===== config.mk =====
export PLATFORM = sky130hd
export DESIGN_NAME = coin_pulse_emitter
export DESIGN_NICKNAME = d
export VERILOG_FILES = /design/src/rtl/coin_pulse_emitter.sv
export SDC_FILE = /design/constraint.sdc
export NUM_CORES = 1
export LEC_CHECK = 0
export CAP_MARGIN = 20
export CELL_PAD_IN_SITES_DETAIL_PLACEMENT = 1
export CELL_PAD_IN_SITES_GLOBAL_PLACEMENT = 2
export CORE_AREA = 2 2 84 86
export DETAILED_ROUTE_END_ITERATION = 8
export DIE_AREA = 0 0 86 88
export GPL_TIMING_DRIVEN = 0
export PLACE_DENSITY = 0.78
export SYNTH_ARGS = -nofsm -noshare
export SYNTH_HDL_FRONTEND = slang
export SYNTH_SLANG_ARGS = --single-unit

===== constraint.sdc =====
create_clock -name clk -period 3.2 [get_ports clk]
set_clock_uncertainty 0.05 [all_clocks]
set_input_delay 0.64 -clock clk [delete_from_list [all_inputs] [get_ports clk]]
set_output_delay 0.64 -clock clk [all_outputs]
set_load 0.01 [all_outputs]

===== src/rtl/coin_pulse_emitter.sv =====
// =====================================================================
// coin_pulse_emitter: per accepted request, emits N low pulses on an idle-high
// line followed by a high guard period. Macro COIN_EMITTER_PENDING_EN adds a
// one-entry pending request buffer.                       Revision: 1.0
// =====================================================================
`default_nettype none

module coin_pulse_emitter #(
  parameter int MAX_PULSE_COUNT   = 50,
  parameter int PULSE_LOW_CYCLES  = 600_000,
  parameter int PULSE_HIGH_CYCLES = 600_000,
  parameter int GUARD_CYCLES      = 4_000_000
) (
  input  logic                               clk,
  input  logic                               rst,
  input  logic [$clog2(MAX_PULSE_COUNT)-1:0] coin_in,
  input  logic                               coin_valid,
  output logic                               coin_ready,
  output logic                               pulse_out,
  output logic                               busy_out,
  output logic                               done_out
);

  localparam int c_rw     = $clog2(MAX_PULSE_COUNT + 1);
  localparam int c_tmax_a = (PULSE_LOW_CYCLES > PULSE_HIGH_CYCLES) ? PULSE_LOW_CYCLES
                                                                   : PULSE_HIGH_CYCLES;
  localparam int c_tmax   = (c_tmax_a > GUARD_CYCLES) ? c_tmax_a : GUARD_CYCLES;
  localparam int c_pw     = $clog2(c_tmax) + 1;

  localparam logic [c_pw-1:0] c_low_load   = c_pw'(PULSE_LOW_CYCLES - 1);
  localparam logic [c_pw-1:0] c_high_load  = c_pw'(PULSE_HIGH_CYCLES - 1);
  localparam logic [c_pw-1:0] c_guard_load = c_pw'(GUARD_CYCLES - 1);
  localparam logic [c_pw-1:0] c_phase_one  = c_pw'(1);
  localparam logic [c_rw-1:0] c_max_cnt    = c_rw'(MAX_PULSE_COUNT);
  localparam logic [c_rw-1:0] c_cnt_one    = c_rw'(1);

  typedef enum logic [1:0] {
    IDLE  = 2'd0,
    LOW   = 2'd1,
    HIGH  = 2'd2,
    GUARD = 2'd3
  } state_t;

  state_t          state_q, state_d;
  logic [c_pw-1:0] phase_q, phase_d;
  logic [c_rw-1:0] remain_q, remain_d;
  logic            pulse_q, pulse_d;
  logic            busy_q, busy_d;
  logic            ready_q, ready_d;
  logic            done_q, done_d;

  logic            accept;
  logic            start;
  logic [c_rw-1:0] clamped;
  logic [c_rw-1:0] start_cnt;

`ifdef COIN_EMITTER_PENDING_EN
  logic            pend_valid_q, pend_valid_d;
  logic [c_rw-1:0] pend_cnt_q, pend_cnt_d;
`endif

  always_comb begin
    state_d   = state_q;
    phase_d   = phase_q;
    remain_d  = remain_q;
    done_d    = 1'b0;
    start     = 1'b0;
    accept    = coin_valid && ready_q;
    clamped   = (c_rw'(coin_in) > c_max_cnt) ? c_max_cnt : c_rw'(coin_in);
    start_cnt = clamped;
`ifdef COIN_EMITTER_PENDING_EN
    pend_valid_d = pend_valid_q;
    pend_cnt_d   = pend_cnt_q;
`endif

    case (state_q)
      IDLE: begin
`ifdef COIN_EMITTER_PENDING_EN
        if (pend_valid_q) begin
          start        = 1'b1;
          start_cnt    = pend_cnt_q;
          pend_valid_d = 1'b0;
        end else
`endif
        if (accept && (clamped != '0)) begin
          start = 1'b1;
        end
      end
      LOW: begin
        if (phase_q == '0) begin
          // remain_q still counts the pulse now finishing
          remain_d = (remain_q != '0) ? (remain_q - c_cnt_one) : '0;
          if (remain_q > c_cnt_one) begin
            state_d = HIGH;
            phase_d = c_high_load;
          end else begin
            state_d = GUARD;
            phase_d = c_guard_load;
          end
        end else begin
          phase_d = phase_q - c_phase_one;
        end
      end
      HIGH: begin
        if (phase_q == '0) begin
          state_d = LOW;
          phase_d = c_low_load;
        end else begin
          phase_d = phase_q - c_phase_one;
        end
      end
      GUARD: begin
        if (phase_q == '0) begin
          state_d = IDLE;
          done_d  = 1'b1;
        end else begin
          phase_d = phase_q - c_phase_one;
        end
      end
      default: state_d = IDLE;
    endcase

    if (start) begin
      state_d  = LOW;
      phase_d  = c_low_load;
      remain_d = start_cnt;
    end

`ifdef COIN_EMITTER_PENDING_EN
    if (accept && (state_q != IDLE) && (clamped != '0)) begin
      pend_valid_d = 1'b1;
      pend_cnt_d   = clamped;
    end
    ready_d = !pend_valid_d;
`else
    ready_d = (state_d == IDLE);
`endif
    pulse_d = (state_d != LOW);
    busy_d  = (state_d != IDLE);
  end

  always_ff @(posedge clk) begin
    if (rst) begin
      state_q  <= IDLE;
      phase_q  <= '0;
      remain_q <= '0;
      pulse_q  <= 1'b1;
      busy_q   <= 1'b0;
      ready_q  <= 1'b1;
      done_q   <= 1'b0;
`ifdef COIN_EMITTER_PENDING_EN
      pend_valid_q <= 1'b0;
      pend_cnt_q   <= '0;
`endif
    end else begin
      state_q  <= state_d;
      phase_q  <= phase_d;
      remain_q <= remain_d;
      pulse_q  <= pulse_d;
      busy_q   <= busy_d;
      ready_q  <= ready_d;
      done_q   <= done_d;
`ifdef COIN_EMITTER_PENDING_EN
      pend_valid_q <= pend_valid_d;
      pend_cnt_q   <= pend_cnt_d;
`endif
    end
  end

  assign coin_ready = ready_q;
  assign pulse_out  = pulse_q;
  assign busy_out   = busy_q;
  assign done_out   = done_q;

endmodule

`default_nettype wire

==> results.sh, run 1 <==
export IMPL_regArea_sq_um=701
export IMPL_drt_total_wl_mm=6.86
export IMPL_slew_headroom_pct=55.6
export IMPL_clockBufferDepth=2
export IMPL_vias_per_cell=5.71
export IMPL_netlist_area_sq_um=2250
export IMPL_htree_levels=2
export IMPL_slew_viol_final=0
export IMPL_hold_class="reg2reg"
export IMPL_synth_warnings=0
export IMPL_portBuffers=12
export IMPL_worst_slew_pin_slew_ns=0.661
export IMPL_dp_hpwl_mm=5.27
export IMPL_startpoint_type="primary input"
export IMPL_cts_tree="done"
export IMPL_antenna_cells=0
export IMPL_synth_edf_count=0
export IMPL_numClockSinks=35
export IMPL_yosysSeqAreaShare_pct=31.2
export IMPL_coreArea_sq_um=6640
export IMPL_p_per_area_nw_per_um2=617
export IMPL_firstDrtPassIters=4
export IMPL_grt_overflow=0
export IMPL_synth_top_family_by_area="simple AND/OR/NAND/NOR gates"
export IMPL_crit_path_end_kind="register"
export IMPL_synth_simple_gate_area_share_pct=31.5
export IMPL_synth_cell_type_count=57
export IMPL_num_vias=2199
export IMPL_area_growth_syn_to_layout_pct=15.1
export IMPL_die_height_um=88
export IMPL_synth_flop_cell="dfxtp_1"
export IMPL_die_w_um=86
export IMPL_grt_use_total_pct=19.6
export IMPL_drive_gt1_share_pct=9.84
export IMPL_syn_avg_cell_area_sq_um=7.88
export IMPL_rsz0062_at_grt="no"
export IMPL_cp_max_fo=10
export IMPL_multi_input_area_sq_um=1440
export IMPL_period_share_pct=87.1
export IMPL_grt_pass1_wl_mm=11.5
export IMPL_synth_compound_area_share_pct=24.1
export IMPL_final_setup_worst_slack_ns=0.414
export IMPL_hold_violations=0
export IMPL_synth_mux_area_share_pct=1.39
export IMPL_n_fill_cell=827
export IMPL_ys_ff_latch=35
export IMPL_p_leak_nw=0.945
export IMPL_final_nets=322
export IMPL_cts_buffers=5
export IMPL_path_class="in2reg"
export IMPL_clkTransAtPathRegs_ns=0.07
export IMPL_crit_required_ns=3.30
export IMPL_ant_nets=0
export IMPL_routabilityCongestion=0.776
export IMPL_layout_commonest_cell="dfxtp_1"
export IMPL_synth_adder_area_share_pct=5.01
export IMPL_io_pins=13
export IMPL_start_util_pct=33.8
export IMPL_setup_viol=0
export IMPL_layout_common_cells="dfxtp_1, nor2_1, nand2_1, o21ai_0, nor3_1"
export IMPL_ir_worst_vdd_uv=202
export IMPL_clock_fmax_mhz=359
export IMPL_root_buffer="clkbuf_8"
export IMPL_fp_row_count=30
export IMPL_antenna_found_initial=0
export IMPL_grt_max_degree=12
export IMPL_drc_errors=0
export IMPL_async_flop_share_pct=0
export IMPL_post_cts_buffers=0
export IMPL_outcome="finished, final reports clean"
export IMPL_drt_iter0_drc=111
export IMPL_first_global_vias=2177
export IMPL_routedWlPerCell_um=17.8
export IMPL_dieArea_sq_um=7570
export IMPL_synth_xor_area_share_pct=1.95
export IMPL_worst_skew_pair_late_latency_ns=0.30
export IMPL_layout_min_cycle_time_ns=2.79
export IMPL_tns_ns=0
export IMPL_syn_nets=303
export IMPL_arrival_ns=2.89
export IMPL_cap_violations=0
export IMPL_syn_inst=285
export IMPL_pre_cts_ws_ns=-0.157
==> sequential cells by signal, summed over array words and instances, names as in the netlist <==
| signal | flops |
|---|---|
| coin_ready | 1 |
| state_q | 2 |
| pulse_out | 1 |
| phase_q | 23 |
| remain_q | 6 |
| done_out | 1 |
| busy_out | 1 |
==> area by class of cell <==
class | count | area share, %
Multi-Input combinational cell | 227 | 55.5
Sequential cell | 35 | 27.1
Timing Repair Buffer | 12 | 4.64
Tap cell | 80 | 3.87
Clock buffer | 6 | 3.19
Buffer | 9 | 2.32
Inverter | 14 | 2.03
Clock inverter | 2 | 1.35
==> cell usage after synthesis (3+ instances only) <==
cell,count,area share (%)
dfxtp_1,35,31
nor2_1,30,5.0
nand2_1,29,4.8
o21ai_0,20,4.5
nor3_1,19,4.2
a21oi_1,18,4.0
inv_1,14,2.3
a211oi_1,11,3.7
nand3_1,11,2.4
ha_1,9,5.0
nor4_1,7,1.9
clkbuf_1,6,1.0
a22oi_1,5,1.7
xnor2_1,5,1.9
and3_1,4,1.1
nand4_1,4,1.1
nor3b_1,4,1.3
o211ai_1,3,1.0
==> timing repair <==
action,CTS,global route
hold endpoints to repair,0,0
hold buffers,0,0
resized for setup,0,2
endpoints found under the setup margin,0,2
==> logic make-up (layout without fill, tap and decap cells) <==
family,Yosys count,after routing
simple gates,130,130
mux,3,3
buf+inv,23,43
xor+xnor,5,5
fa+ha+maj,9,9
flops,35,35
compound gates,80,80
==> worst max-delay path: stages <==
cell and delay (ns):
clkdlybuf4s50_1 0.46, or3_1 0.42, o41ai_2 0.46, clkbuf_2 0.36, o41ai_2 0.20, a211oi_1 0.27
a211oi_1 0.07
==> layer usage <==
| metal | global-route usage [%] | vias up | wire length, um |
|---|---|---|---|
| met5 | 0 | - | 0 |
| met4 | 4.76 | 0 | 85 |
| met3 | 3.02 | 8 | 168 |
| met2 | 34.1 | 30 | 3350 |
| met1 | 25.4 | 1071 | 3250 |
| li1 | - | 1090 | - |
==> power by group <==
group | switching, mW | internal, mW
clock network | 0.177 | 0.252
registers | 0.0724 | 0.494
logic | 0.363 | 0.237
total | 0.612 | 0.984
==> path summary, 6_finish.rpt <==
check,start,end,slack [ns],cells after the start
min,phase_q[18],phase_q[18],0.45,2
max,coin_in[2],phase_q[10],0.41,7
min reg2reg,phase_q[18],phase_q[18],0.45,2
max reg2reg,phase_q[0],phase_q[10],0.60,8
==> stage by stage <==
step,power (mW),area [sq um],util (%),instances,hold slack (ns)
floorplan,1.00,2250,-,285,0.400
global placement,1.17,2470,37.1,377,0.416
detailed placement,1.18,2470,37.1,377,0.427
CTS,1.61,2580,38.9,385,0.435
global route,1.71,2590,38.9,385,0.455
finish,1.60,2590,38.9,385,0.447
Power figures use the tool's default switching activity.
==> run 2, diff against run 1 <==
Settings changed: CORE_AREA 2 2 84 86 to 2 2 80 82, DIE_AREA 0 0 86 88 to 0 0 82 84, DONT_BUFFER_PORTS set to 1, PLACE_DENSITY 0.78 to 0.8.
==> results.sh, run 2 (same netlist as run 1, synthesis figures left out) <==
export IMPL_die_height_um=84
export IMPL_ir_worst_vdd_uv=226
export IMPL_hold_violations=0
export IMPL_drc_errors=0
export IMPL_fin_util_pct=39.8
export IMPL_routedWlPerCell_um=18.0
export IMPL_cp_max_fo=8
export IMPL_crit_required_ns=3.29
export IMPL_drt_total_wl_mm=6.65
export IMPL_die_w_um=82
export IMPL_grt_overflow=0
export IMPL_slowest_stage="nor3_1"
export IMPL_area_growth_syn_to_layout_pct=8.07
export IMPL_grt_use_total_pct=21.3
export IMPL_post_cts_buffers=0
export IMPL_htree_levels=2
export IMPL_cts_tree="done"
export IMPL_slew_viol_final=0
export IMPL_first_global_vias=2281
export IMPL_clock_fmax_mhz=354
export IMPL_clkTransAtPathRegs_ns=0.07
export IMPL_clockBufferDepth=2
export IMPL_root_buffer="clkbuf_8"
export IMPL_worst_skew_pair_late_latency_ns=0.30
export IMPL_dp_hpwl_mm=5.09
export IMPL_routabilityCongestion=0.802
export IMPL_cts_buffers=5
export IMPL_slowest_delay_ns=0.67
export IMPL_slew_headroom_pct=52.0
export IMPL_tns_ns=0
export IMPL_setup_viol=0
export IMPL_critPathLaunch="phase_q[0]"
export IMPL_firstDrtPassIters=4
export IMPL_outcome="finished, final reports clean"
export IMPL_grt_pass1_wl_mm=11.3
export IMPL_numClockSinks=35
export IMPL_io_pins=13
export IMPL_layout_min_cycle_time_ns=2.83
export IMPL_reg2reg_slack_ns=0.37
export IMPL_multi_input_area_sq_um=1440
export IMPL_crit_path_end_kind="register"
export IMPL_p_per_area_nw_per_um2=601
export IMPL_drive_gt1_share_pct=9.56
export IMPL_largestRegisters="phase_q: 23 flops, remain_q: 6 flops, state_q: 2 flops"
export IMPL_fp_row_count=29
export IMPL_dieArea_sq_um=6890
export IMPL_cp_endpoint="phase_q[8]"
export IMPL_antenna_found_initial=0
export IMPL_postCtsResizedCells=0
export IMPL_reg2reg_depth=8
export IMPL_hold_class="reg2reg"
export IMPL_largest_register_ffs=23
export IMPL_coreArea_sq_um=6100
export IMPL_grt_max_degree=12
export IMPL_antenna_cells=0
export IMPL_vias_per_cell=5.81
export IMPL_whs_ns=0.435
export IMPL_regArea_sq_um=701
export IMPL_rsz0062_at_grt="no"
export IMPL_path_cells="inv_1, ha_1, nor3b_1, nand4_1, nor3_1, nor2_1, a211oi_1, a211oi_1"
export IMPL_layout_common_cells="dfxtp_1, nor2_1, nand2_1, o21ai_0, nor3_1"
export IMPL_ant_nets=0
export IMPL_n_fill_cell=770
export IMPL_top_register="phase_q"
export IMPL_num_vias=2150
export IMPL_reg2reg_from="phase_q[0]"
export IMPL_layout_commonest_cell="dfxtp_1"
export IMPL_final_nets=310
export IMPL_arrival_ns=2.91
export IMPL_cap_violations=0
export IMPL_start_util_pct=36.9
export IMPL_drt_iter0_drc=98
export IMPL_worst_slew_pin_slew_ns=0.714
export IMPL_path_class="reg2reg"
export IMPL_startpoint_type="register"
export IMPL_period_share_pct=88.3
export IMPL_portBuffers=0
export IMPL_p_leak_nw=0.876
export IMPL_crit_path_frequent_cell="a211oi_1"
export IMPL_timing_rr_end="phase_q[8]"
export IMPL_cts_hold_buf=0
==> run 2: power by group <==
group          leakage, nW  switching, mW  internal [mW]  total, mW
combinational        0.547          0.348          0.218      0.566
sequential           0.288         0.0776          0.495      0.572
clock               0.0412          0.169          0.152      0.321
==> run 2: worst max-delay path, delay by kind of cell (launching register included) <==
kind / cells / cell delay (ns)
adders and majority gates: 1 / 0.16
buffers and inverters: 1 / 0.08
AOI/OAI and AO/OA: 2 / 0.35
and+or+nand+nor: 4 / 1.68
DFF: 1 / 0.33
==> run 2: per-stage QoR <==
| stage | area (sq um) | power (mW) | cells | setup WS [ns] |
|---|---|---|---|---|
| floorplan | 2250 | 1.00 | 285 | 0.927 |
| global route | 2430 | 1.57 | 370 | 0.0755 |
| finish | 2430 | 1.46 | 370 | 0.374 |
| detailed placement | 2340 | 1.15 | 362 | 0.406 |
| CTS | 2430 | 1.47 | 370 | 0.385 |
| global placement | 2340 | 1.14 | 362 | 0.454 |
==> run 2: worst min-delay path by stage <==
stage / startpoint / to / slack [ns] / cells past startpoint
3_5_place_dp: phase_q[18] / phase_q[18] / 0.43 / 2
2_1_floorplan: phase_q[18] / phase_q[18] / 0.40 / 2
4_1_cts: phase_q[18] / phase_q[18] / 0.44 / 2
3_3_place_gp: phase_q[18] / phase_q[18] / 0.42 / 2
5_1_grt: phase_q[18] / phase_q[18] / 0.47 / 2
6_report: phase_q[18] / phase_q[18] / 0.43 / 2
==> run 2: final cells by class <==
class | count | area share [%]
multi-input combinational | 227 | 59.1
sequential | 35 | 28.9
tap | 77 | 3.97
clock buffer | 6 | 2.99
buffer | 9 | 2.42
inverter | 14 | 2.16
clock inverter | 2 | 0.515
==> run 2: routing by layer <==
layer / share of wire, % / global-route usage (%) / vias to the layer above
li1: - / - / 1066
met1: 46 / 28.4 / 1046
met2: 49 / 35.1 / 32
met3: 4.1 / 4.00 / 6
met4: 1.1 / 5.00 / 0
met5: 0 / 0 / -
==> run 3, diff against run 2 <==
Settings changed: ABC_AREA set to 0.
==> results of run 3 <==
The final DEF is identical to that of run 2; final timing and power are the same.
